--- config.mk ---
export PLATFORM = sky130hd
export DESIGN_NAME = march_bist_controller_flat
export DESIGN_NICKNAME = d
export VERILOG_FILES = /design/src/rtl/march_bist_controller_if.sv /design/src/rtl/march_bist_controller.sv /design/src/flat_wrapper.sv
export SDC_FILE = /design/constraint.sdc
export NUM_CORES = 1
export LEC_CHECK = 0
export CAP_MARGIN = 20
export CORE_MARGIN = 3
export CORE_UTILIZATION = 49
export CTS_CLUSTER_DIAMETER = 40
export DETAILED_ROUTE_END_ITERATION = 16
export GPL_ROUTABILITY_DRIVEN = 0
export PLACE_DENSITY = 0.92
export SLEW_MARGIN = 0
export SYNTH_ARGS = -nofsm -noshare
export SYNTH_HDL_FRONTEND = slang
export SYNTH_SLANG_ARGS = --single-unit
export TNS_END_PERCENT = 30
--- constraint.sdc ---
create_clock -name clk -period 3.09 [get_ports clk]
set_input_delay 0.309 -clock clk [delete_from_list [all_inputs] [get_ports clk]]
set_output_delay 0.309 -clock clk [all_outputs]
set_load 0.1 [all_outputs]
--- src/rtl/march_bist_controller_if.sv ---
// RAM-side access bundle between the BIST sequencer and the functional/BIST mux.
interface march_bist_controller_if #(
    parameter int SIZE   = 6,
    parameter int LENGTH = 8
);
    logic              mem_cs;
    logic              mem_rwbar;
    logic [SIZE-1:0]   mem_addr;
    logic [LENGTH-1:0] mem_wdata;
    logic [LENGTH-1:0] mem_rdata;

    modport master (
        output mem_cs,
        output mem_rwbar,
        output mem_addr,
        output mem_wdata,
        input  mem_rdata
    );

    modport slave (
        input  mem_cs,
        input  mem_rwbar,
        input  mem_addr,
        input  mem_wdata,
        output mem_rdata
    );
endinterface

--- src/rtl/march_bist_controller.sv ---
// March C- BIST sequencer: one RAM op per cycle, same-cycle read compare,
// sticky fail flag with capture of the first mismatching address and element.
module march_bist_controller #(
    parameter int SIZE   = 6,
    parameter int LENGTH = 8
) (
    input  logic                    clk,
    input  logic                    rst,
    input  logic                    start,
    march_bist_controller_if.master mem,
    output logic                    busy,
    output logic                    done,
    output logic                    fail,
    output logic [SIZE-1:0]         fail_addr,
    output logic [2:0]              fail_element
);
    // state | meaning
    // IDLE  | waiting for start; capture registers hold last result
    // RUN   | one march operation per cycle
    // DONE  | test finished; waits for start to drop before re-arming

    typedef enum logic [1:0] {ST_IDLE, ST_RUN, ST_DONE} state_t;

    function automatic logic [LENGTH-1:0] alt_pattern();
        logic [LENGTH-1:0] p;
        for (int i = 0; i < LENGTH; i++) p[i] = ((LENGTH - 1 - i) % 2) == 0;
        return p;
    endfunction

    localparam logic [LENGTH-1:0] D0        = alt_pattern();
    localparam logic [LENGTH-1:0] D1        = ~D0;
    localparam logic [SIZE-1:0]   ADDR_MAX  = {SIZE{1'b1}};
    localparam logic [SIZE-1:0]   ADDR_ONE  = {{(SIZE-1){1'b0}}, 1'b1};
    localparam logic [2:0]        LAST_ELEM = 3'd5;

    state_t            state, state_nxt;
    logic [2:0]        element;
    logic              op;
    logic [SIZE-1:0]   addr;

    logic              is_read;
    logic              elem_dn;
    logic              next_elem_dn;
    logic              last_op;
    logic              last_addr;
    logic              last_step;
    logic              mismatch;
    logic [LENGTH-1:0] op_data;

    // M0 and M5 hold a single op; M1..M4 are read-then-write at each address.
    always_comb begin
        elem_dn      = (element == 3'd3) || (element == 3'd4);
        next_elem_dn = (element == 3'd2) || (element == 3'd3);
        is_read      = (element == LAST_ELEM) || ((element != 3'd0) && !op);
        last_op      = (element == 3'd0) || (element == LAST_ELEM) || op;
        last_addr    = elem_dn ? (addr == '0) : (addr == ADDR_MAX);
        last_step    = last_op && last_addr && (element == LAST_ELEM);
        if (is_read) op_data = ((element == 3'd2) || (element == 3'd4)) ? D1 : D0;
        else         op_data = ((element == 3'd1) || (element == 3'd3)) ? D1 : D0;
        mismatch     = (state == ST_RUN) && is_read && (mem.mem_rdata != op_data);
    end

    always_ff @(posedge clk or negedge rst) begin
        if (!rst) state <= ST_IDLE;
        else      state <= state_nxt;
    end

    always_comb begin
        state_nxt = state;
        case (state)
            ST_IDLE: if (start)     state_nxt = ST_RUN;
            ST_RUN:  if (last_step) state_nxt = ST_DONE;
            ST_DONE: if (!start)    state_nxt = ST_IDLE;
            default:                state_nxt = ST_IDLE;
        endcase
    end

    always_ff @(posedge clk or negedge rst) begin
        if (!rst) begin
            element      <= '0;
            op           <= 1'b0;
            addr         <= '0;
            fail         <= 1'b0;
            fail_addr    <= '0;
            fail_element <= '0;
        end else if ((state == ST_IDLE) && start) begin
            element      <= '0;
            op           <= 1'b0;
            addr         <= '0;
            fail         <= 1'b0;
            fail_addr    <= '0;
            fail_element <= '0;
        end else if (state == ST_RUN) begin
            if (mismatch) begin
                fail <= 1'b1;
                if (!fail) begin
                    fail_addr    <= addr;
                    fail_element <= element;
                end
            end
            if (!last_op) begin
                op <= 1'b1;
            end else begin
                op <= 1'b0;
                if (!last_addr) begin
                    addr <= elem_dn ? (addr - ADDR_ONE) : (addr + ADDR_ONE);
                end else if (element != LAST_ELEM) begin
                    element <= element + 3'd1;
                    addr    <= next_elem_dn ? ADDR_MAX : '0;
                end
            end
        end
    end

    always_comb begin
        busy          = 1'b0;
        done          = 1'b0;
        mem.mem_cs    = 1'b0;
        mem.mem_rwbar = 1'b0;
        mem.mem_addr  = '0;
        mem.mem_wdata = '0;
        case (state)
            ST_RUN: begin
                busy          = 1'b1;
                mem.mem_cs    = 1'b1;
                mem.mem_rwbar = is_read;
                mem.mem_addr  = addr;
                mem.mem_wdata = is_read ? '0 : op_data;
            end
            ST_DONE: done = 1'b1;
            default: ;
        endcase
    end
endmodule

--- src/flat_wrapper.sv ---
// flat-port wrapper written by rule: the top's interface ports become plain ports
module march_bist_controller_flat 
#(
    parameter int SIZE   = 6,
    parameter int LENGTH = 8
)
  (clk, rst, start, busy, done, fail, fail_addr, fail_element, mem_mem_cs, mem_mem_rwbar, mem_mem_addr, mem_mem_wdata, mem_mem_rdata);
  march_bist_controller_if #(.SIZE(SIZE), .LENGTH(LENGTH)) mem_i ();
  input  logic clk;
  input  logic rst;
  input  logic start;
  output logic busy;
  output logic done;
  output logic fail;
  output logic [SIZE-1:0] fail_addr;
  output logic [2:0] fail_element;
  output wire logic [$bits(mem_i.mem_cs)-1:0] mem_mem_cs;
  output wire logic [$bits(mem_i.mem_rwbar)-1:0] mem_mem_rwbar;
  output wire logic [$bits(mem_i.mem_addr)-1:0] mem_mem_addr;
  output wire logic [$bits(mem_i.mem_wdata)-1:0] mem_mem_wdata;
  input wire logic [$bits(mem_i.mem_rdata)-1:0] mem_mem_rdata;
  assign mem_mem_cs = mem_i.mem_cs;
  assign mem_mem_rwbar = mem_i.mem_rwbar;
  assign mem_mem_addr = mem_i.mem_addr;
  assign mem_mem_wdata = mem_i.mem_wdata;
  assign mem_i.mem_rdata = mem_mem_rdata;
  march_bist_controller #(.SIZE(SIZE), .LENGTH(LENGTH)) u_core (.clk(clk), .rst(rst), .start(start), .mem(mem_i), .busy(busy), .done(done), .fail(fail), .fail_addr(fail_addr), .fail_element(fail_element));
endmodule
==> results of run 1 <==
## cells in the final DEF (no fill, tap or decap), types with 4 or more instances in the layout
master                            Yosys  layout
sky130_fd_sc_hd__a22o_2               5       5
sky130_fd_sc_hd__nand2_1             19      19
sky130_fd_sc_hd__buf_4                7      18
sky130_fd_sc_hd__nor2_1              14      14
sky130_fd_sc_hd__inv_1               14      13
sky130_fd_sc_hd__nor4bb_1             4       4
sky130_fd_sc_hd__o21ai_0              8       8
sky130_fd_sc_hd__ha_1                 9       9
sky130_fd_sc_hd__clkdlybuf4s50_1      0      20
sky130_fd_sc_hd__o211ai_1             5       5
sky130_fd_sc_hd__dfrtp_1             22      22
sky130_fd_sc_hd__mux2i_1             13      13
## registers in the layout, summed over array words and instances, names as in the netlist
register,flops
u_core.op,1
u_core.fail_element,3
u_core.fail,1
u_core.state,2
u_core.element,3
u_core.fail_addr,6
u_core.addr,6
## metal layers
layer | up-vias | routed length (um) | track usage (%)
li1 | 657 | - | -
met1 | 653 | 1546 | 23.24
met2 | 50 | 1922 | 36.35
met3 | 10 | 254 | 4.137
met4 | 0 | 75 | 6.887
met5 | - | 0 | 0
## cells by family (layout without fill, tap and decap cells)
kind of cell	count (synthesis)	count (layout)	share of synthesized area (%)
xor gates and xnor gates	1	1	0.5588
muxes	16	16	10.69
AOI/OAI and AO/OA	34	34	16.28
and+or+nand+nor	61	61	20.59
DFF	22	22	35.12
adders and majority gates	10	10	8.460
buffers and inverters	25	56	8.300
## per-stage QoR
stage               hold slack [ns]  area [um^2]
finish                       0.5181         1963
global route                 0.5750         1963
CTS                          0.5429         1963
detailed placement           0.5252         1911
global placement             0.5148         1911
floorplan                   0.01341         1600
## cell type report
cell class | count | area [um^2] | share of cell area (%)
multi-input combinational | 122 | 915.9 | 46.65
clock inverter | 1 | 30.03 | 1.530
sequential | 22 | 550.5 | 28.04
tap | 42 | 52.55 | 2.677
timing repair buffer | 38 | 335.3 | 17.08
clock buffer | 3 | 22.52 | 1.147
inverter | 14 | 56.30 | 2.868
## path summary, 6_finish.rpt
path | from | end | cells past startpoint
setup / recovery | u_core.element[0]$_DFFE_PN0P_ | u_core.addr[5]$_DFFE_PN0P_ | 9
hold / removal | rst | u_core.element[1]$_DFFE_PN0P_ | 1
setup reg to reg | u_core.element[0]$_DFFE_PN0P_ | u_core.addr[5]$_DFFE_PN0P_ | 9
hold reg to reg | u_core.fail_element[1]$_DFFE_PN0P_ | u_core.fail_element[1]$_DFFE_PN0P_ | 2
max in group asynchronous | rst | u_core.fail_addr[1]$_DFFE_PN0P_ | 1
min in group clk | u_core.fail_element[1]$_DFFE_PN0P_ | u_core.fail_element[1]$_DFFE_PN0P_ | 2
==> metrics list, run 1 <==
- After detailed routing, the average wire length per cell comes to 15.70 um.
* Final Hold Violating Endpoints: 0
- Number of buffer and inverter stages on the critical path: 1
- Setup repair after global routing left no endpoint under its margin.
- Number of placed I/O pins: 39
* First-pass GRT wire length: 6389 um
- Before CTS, the worst setup slack after placement is 0.3358 ns.
- Using the TritonRoute via totals, the vias-per-cell ratio works out to 5.661.
- STA classifies the critical path endpoint as a flip-flop.
* Actual transition at the worst max-transition pin: 0.9835 ns
- Category of cells accounting for the largest share of critical-path delay: compound AO/OA/AOI/OAI gates
- At the worst endpoint, the arrival time is 3.00 ns.
* CTS Buffer Depth: 2
- Setup total negative slack on the finished layout was measured at 0 ns.
- Fraction of synthesized cell area taken by the top area cell type: 35.12%
- Final antenna-violating net count: 0
- Vertical extent of the die: 62.57 um
* Count of max-cap constraint violations: 0
- Result of the run: finished clean
* Worst-skew pair later-pin latency: 0.32 ns
- Sequential elements use 35.12% of the synthesized area.
* Top cell type by total area after synthesis: sky130_fd_sc_hd__dfrtp_1
- For this run, the number of Yosys warnings is 0.
- For this run, the slowest stage of the critical path takes 0.48 ns.
- Type of origin of the critical path: flip-flop
- The tightest min-delay check is of the input pin to async pin type.
- Fraction of final layout cells sized beyond drive strength 1: 21.00%
* Core Rows: 19
- Die Footprint: 3914 um^2
- In the post-synthesis netlist, the cell with the most instances is sky130_fd_sc_hd__dfrtp_1.
* Signed area change from the synthesized netlist to the final layout: 25.22%
- Number of inserted filler cells in the final layout: 232
* Proportion of register bits with asynchronous set or reset after synthesis: 100.0%
* Starting density of the core: 54.06%
- In this run, post-CTS hold repair placed 0 buffers.
- Dividing the final minimum period by the clock period gives 90.24%.
- Start-to-end type of the worst setup path: flip-flop to flip-flop
- CTS built an H-tree with a depth of 1.
- For this run, the total global-route usage over all layers was measured as 20.05%.
* CTS resizes: 0
- Counting every sink on the clock net gives 22.
- CTS Buf Count: 3
- Required @ worst endpoint: 3.30 ns
- TritonCTS built the clock tree.
* Nets in the synthesized netlist: 190
- For this block, the via count after detailed routing is 1370.
* Number of diodes: 0
- Number of cells produced by synthesis: 169
- Across the routed clock network, the largest skew measured is 0.003428 ns.
- Timing would allow up to 0.3586 GHz.
- Input and output buffers added on the ports amount to 38.
- The floorplan step set the die width to 62.57 um.
- After the first detailed-routing iteration, the DRC count stood at 87.
- HPWL after detailed placement: 2959 um
- Maximum fanout along the worst path: 11
- For this run, the detailed router's first-pass iteration total came to 4.
- CP cell instances: inv_1 > ha_1 > mux2_4 > ha_1 > a211oi_1 > o21ai_0 > mux2_2 > o211ai_1 > o211ai_1
- Once placement completed, the tool counted placed cells totaling 238.
- Counting instances in the post-synthesis netlist gives the leading cell types as sky130_fd_sc_hd__dfrtp_1, sky130_fd_sc_hd__nand2_1, sky130_fd_sc_hd__inv_1, sky130_fd_sc_hd__nor2_1, sky130_fd_sc_hd__mux2i_1.
* Pin count of the biggest net entering global routing: 23
- Post-route insts no fill: 242
* GR Overflow Total: 0
- The cell area that synthesis handed to floorplanning was 1568 um^2.
- Max Slew Vio Count: 0
- The synthesized design contains 0 enable-type register cells.
- Routed Wire Length: 3799 um
* Post-CTS Setup Inserts: 0
- Across all setup checks in the final design, the least slack found is 0.3017 ns.
* Fin crit period: 2.788 ns
- The cell sitting at the root of the clock tree is a sky130_fd_sc_hd__clkbuf_4.
* Max-slew headroom: 34.23%
- Area of the placeable core: 2900 um^2
- Number of nets in the layout: 222
- Worst R2R Setup Slack: 0.30 ns
- Unique masters post-synth: 45
* Finish-stage setup viols: 0
* Critical-path cell with the highest stage delay: sky130_fd_sc_hd__dfrtp_1
- The number of antenna violations at the first check in global routing was 0.
- For this run, the leading register cell type out of synthesis is sky130_fd_sc_hd__dfrtp_1.
- The synthesized design contains 22 register bits.
- Residual DRC: 0
- By area the synthesized netlist is led by sky130_fd_sc_hd__dfrtp_1, sky130_fd_sc_hd__mux2i_1, sky130_fd_sc_hd__ha_1, sky130_fd_sc_hd__nand2_1, sky130_fd_sc_hd__buf_4.
* Register clock-pin slew on the reported worst setup and hold paths: 0.13 ns
* Number of global-route vias before repair: 1366
* Avg Synthesized Cell Area: 9.277 um^2
- Once layout is complete, the utilization of the core stands at 67.69%.
Power of run 1 is left out: the tool's default activity adds up to more than one toggle a clock period on the data nets, which glitch-free logic cannot reach.
==> run 2: changes to the inputs <==
- CORE_ASPECT_RATIO: not set -> 0.8
==> metrics list, run 2 (synthesized netlist as in run 1, its figures left out) <==
- Result of the run: finished clean
- The count of buffers added on input and output ports is 38.
* Hold Crit Start: u_core.fail_addr[2]$_DFFE_PN0P_
* Detailed Route Iter0 Violations: 109
- The worst setup path is of the flip-flop to flip-flop kind.
* Clock skew after layout: 0.004526 ns
- Detailed Routing Iterations Pass 1: 4
- The number of antenna violations at the first check in global routing is 0.
- The highest layer touched by signal routing is met4.
- Number of nets in the layout: 222
* Actual transition at the worst max-transition pin: 0.9831 ns
- Of the available clock period, the critical path in the final layout requires 91.18%.
* Worst r2r path cells: 9
- Most common cell after layout, fill and taps aside: sky130_fd_sc_hd__dfrtp_1
* Fin crit period: 2.817 ns
- Final Hold Violating Endpoints: 0
- For this run, design rule violations remaining after detail routing come to 0.
- H-tree level count: 1
- Hold Path Sink: u_core.fail_addr[2]$_DFFE_PN0P_
- Once the floorplan was initialized, standard cells occupied 53.80% of the core.
* Post-route insts no fill: 238
- After legalization and detailed placement, the total HPWL measured 2900 um.
* Detailed-routed wire length on met2: 1812 um
- The first global-routing pass estimated 6520 um of wire.
- Worst reg2reg endpoint: u_core.addr[5]$_DFFE_PN0P_
- The worst setup path is launched from a flip-flop.
* Summed area of non-filler cells in the final layout: 1977 um^2
- Setup repair after global routing left no endpoint under its margin.
- Average routed wire per standard cell: 15.61 um
* Fraction of final layout cells sized beyond drive strength 1: 21.00%
- OpenSTA, run right after detailed placement, puts the worst setup slack at 0.2908 ns.
- Die Footprint: 3918 um^2
- The number of placed instances, taps included, is 234.
* Post-cts hold buffer count: 0
- CP cell instances: inv_1 > ha_1 > mux2_4 > ha_1 > o21ai_0 > o21ai_0 > mux2_2 > o211ai_1 > o211ai_1
* Pin count of the biggest net entering global routing: 23
- Leading cell types in the layout, fill and taps excluded: sky130_fd_sc_hd__dfrtp_1, sky130_fd_sc_hd__clkdlybuf4s50_1, sky130_fd_sc_hd__nand2_1
- Clock-pin slew was measured on the worst setup and hold paths at 0.09 ns.
- Clock sink count: 22
* Critical-path cell with the highest stage delay: sky130_fd_sc_hd__dfrtp_1
- Final antenna-violating net count: 0
- Area of placed instances: 1906 um^2
- Core Rows: 17
* Vertical extent of the die: 56.59 um
- After filler insertion, the fill cell instance count of the layout stands at 208.
* Worst-skew pair later-pin latency: 0.27 ns
- After layout, the worst setup slack is 0.2725 ns.
- Vias after detailed routing: 1385
- Setup violations remaining at the end of the flow were counted as 0.
* Number of diodes: 0
- Number of placed I/O pins: 39
* CP Capture Type: flip-flop
- Headroom to the max-slew limit came out at 34.26%.
- Worst hold path depth: 2
* Classification of the worst-slack hold path: flip-flop to flip-flop
- Clock tree from TritonCTS: built
* Total Routing Usage GR: 20.35%
* Worst r2r src: u_core.element[0]$_DFFE_PN0P_
- Highest Clock Rate: 0.3549 GHz
- Post-CTS Setup Inserts: 0
- Clock root buffer master: sky130_fd_sc_hd__clkbuf_8
- Data on the critical path arrives at its endpoint at 2.97 ns.
- Met3 routed WL: 215 um
- The clock passes through at most 2 buffers.
* Via-per-instance ratio: 5.819
- The number of pins with negative max-slew slack in the final report is 0.
* Count of max-cap constraint violations: 0
- GR Overflow Total: 0
- Area of the placeable core: 2914 um^2
- Across all register-to-register paths, the minimum setup slack is 0.27 ns.
- Data on the critical path is required at its endpoint by 3.24 ns.
- On the worst path, the slowest cell contributes a delay of 0.45 ns.
- The floorplan step set the die width to 69.24 um.
- Post-CTS repair changed the size of 0 cells.
* Wire length on met1: 1641 um
- Number of buffer and inverter stages on the critical path: 1
- The number of global-route vias before repair is 1439.
- Adding up every negative setup slack in the final design gives 0 ns.
- Maximum fanout along the worst path: 11
- Largest registers: u_core.addr: 6 flops, u_core.fail_addr: 6 flops
- In this run, CTS created clock tree buffers numbering 3.
- Routed Wire Length: 3714 um
- Among cell families on the critical path, the largest total delay comes from multiplexers.
- Signed area change from the synthesized netlist to the final layout: 26.10%
## run 2: cell counts in the layout (fill, tap and decap cells not counted)
Identical to the previous run, type by type.
## run 2: tightest hold or removal path, delay by kind of cell, from the launching register on
family,cells,cell delay [ns]
simple gates,1,0.06
mux,1,0.06
flops,1,0.38
## run 2: how the worst max path moves through the flow
stage / slack (ns) / start / to / cells past startpoint
finish: 0.27 / u_core.element[0]$_DFFE_PN0P_ / u_core.addr[5]$_DFFE_PN0P_ / 9
global route: 0.09 / u_core.element[0]$_DFFE_PN0P_ / u_core.addr[5]$_DFFE_PN0P_ / 9
CTS: 0.27 / u_core.element[0]$_DFFE_PN0P_ / u_core.addr[5]$_DFFE_PN0P_ / 9
detailed placement: 0.29 / u_core.element[0]$_DFFE_PN0P_ / u_core.addr[5]$_DFFE_PN0P_ / 9
global placement: 0.49 / u_core.element[0]$_DFFE_PN0P_ / u_core.addr[5]$_DFFE_PN0P_ / 9
floorplan: 0.12 / u_core.state[1]$_DFFE_PN0P_ / mem_mem_wdata[2] / 6
## run 2: through the flow
| stage | utilization [%] | hold slack (ns) |
|---|---|---|
| 6_report | 67.84 | 0.5303 |
| 2_1_floorplan | - | 0.01341 |
| 3_3_place_gp | 65.39 | 0.5154 |
| 4_1_cts | 67.84 | 0.5367 |
| 5_1_grt | 67.84 | 0.5657 |
| 3_5_place_dp | 65.39 | 0.5253 |
## run 2: metal layers
layer / track usage, % / up-vias
li1: - / 655
met3: 6.082 / 7
met1: 24.05 / 683
met2: 35.33 / 40
met4: 6.685 / 0
met5: 0 / -
## run 2: cell type report
cell class	count	area [um^2]	share of cell area, %
clock buffer	3	41.29	2.089
clock inverter	1	30.03	1.519
inverter	14	56.30	2.848
multi-input combinational	122	915.9	46.33
sequential	22	550.5	27.85
tap	38	47.55	2.405
timing repair buffer	38	335.3	16.96
Power of run 2 is left out for the same reason.
==> run 3: changes to the inputs <==
- ABC_CLOCK_PERIOD_IN_PS: not set -> 3090
==> results of run 3 <==
Final layout, timing and power as in run 2 (identical DEF).
Power of run 3 is left out for the same reason.
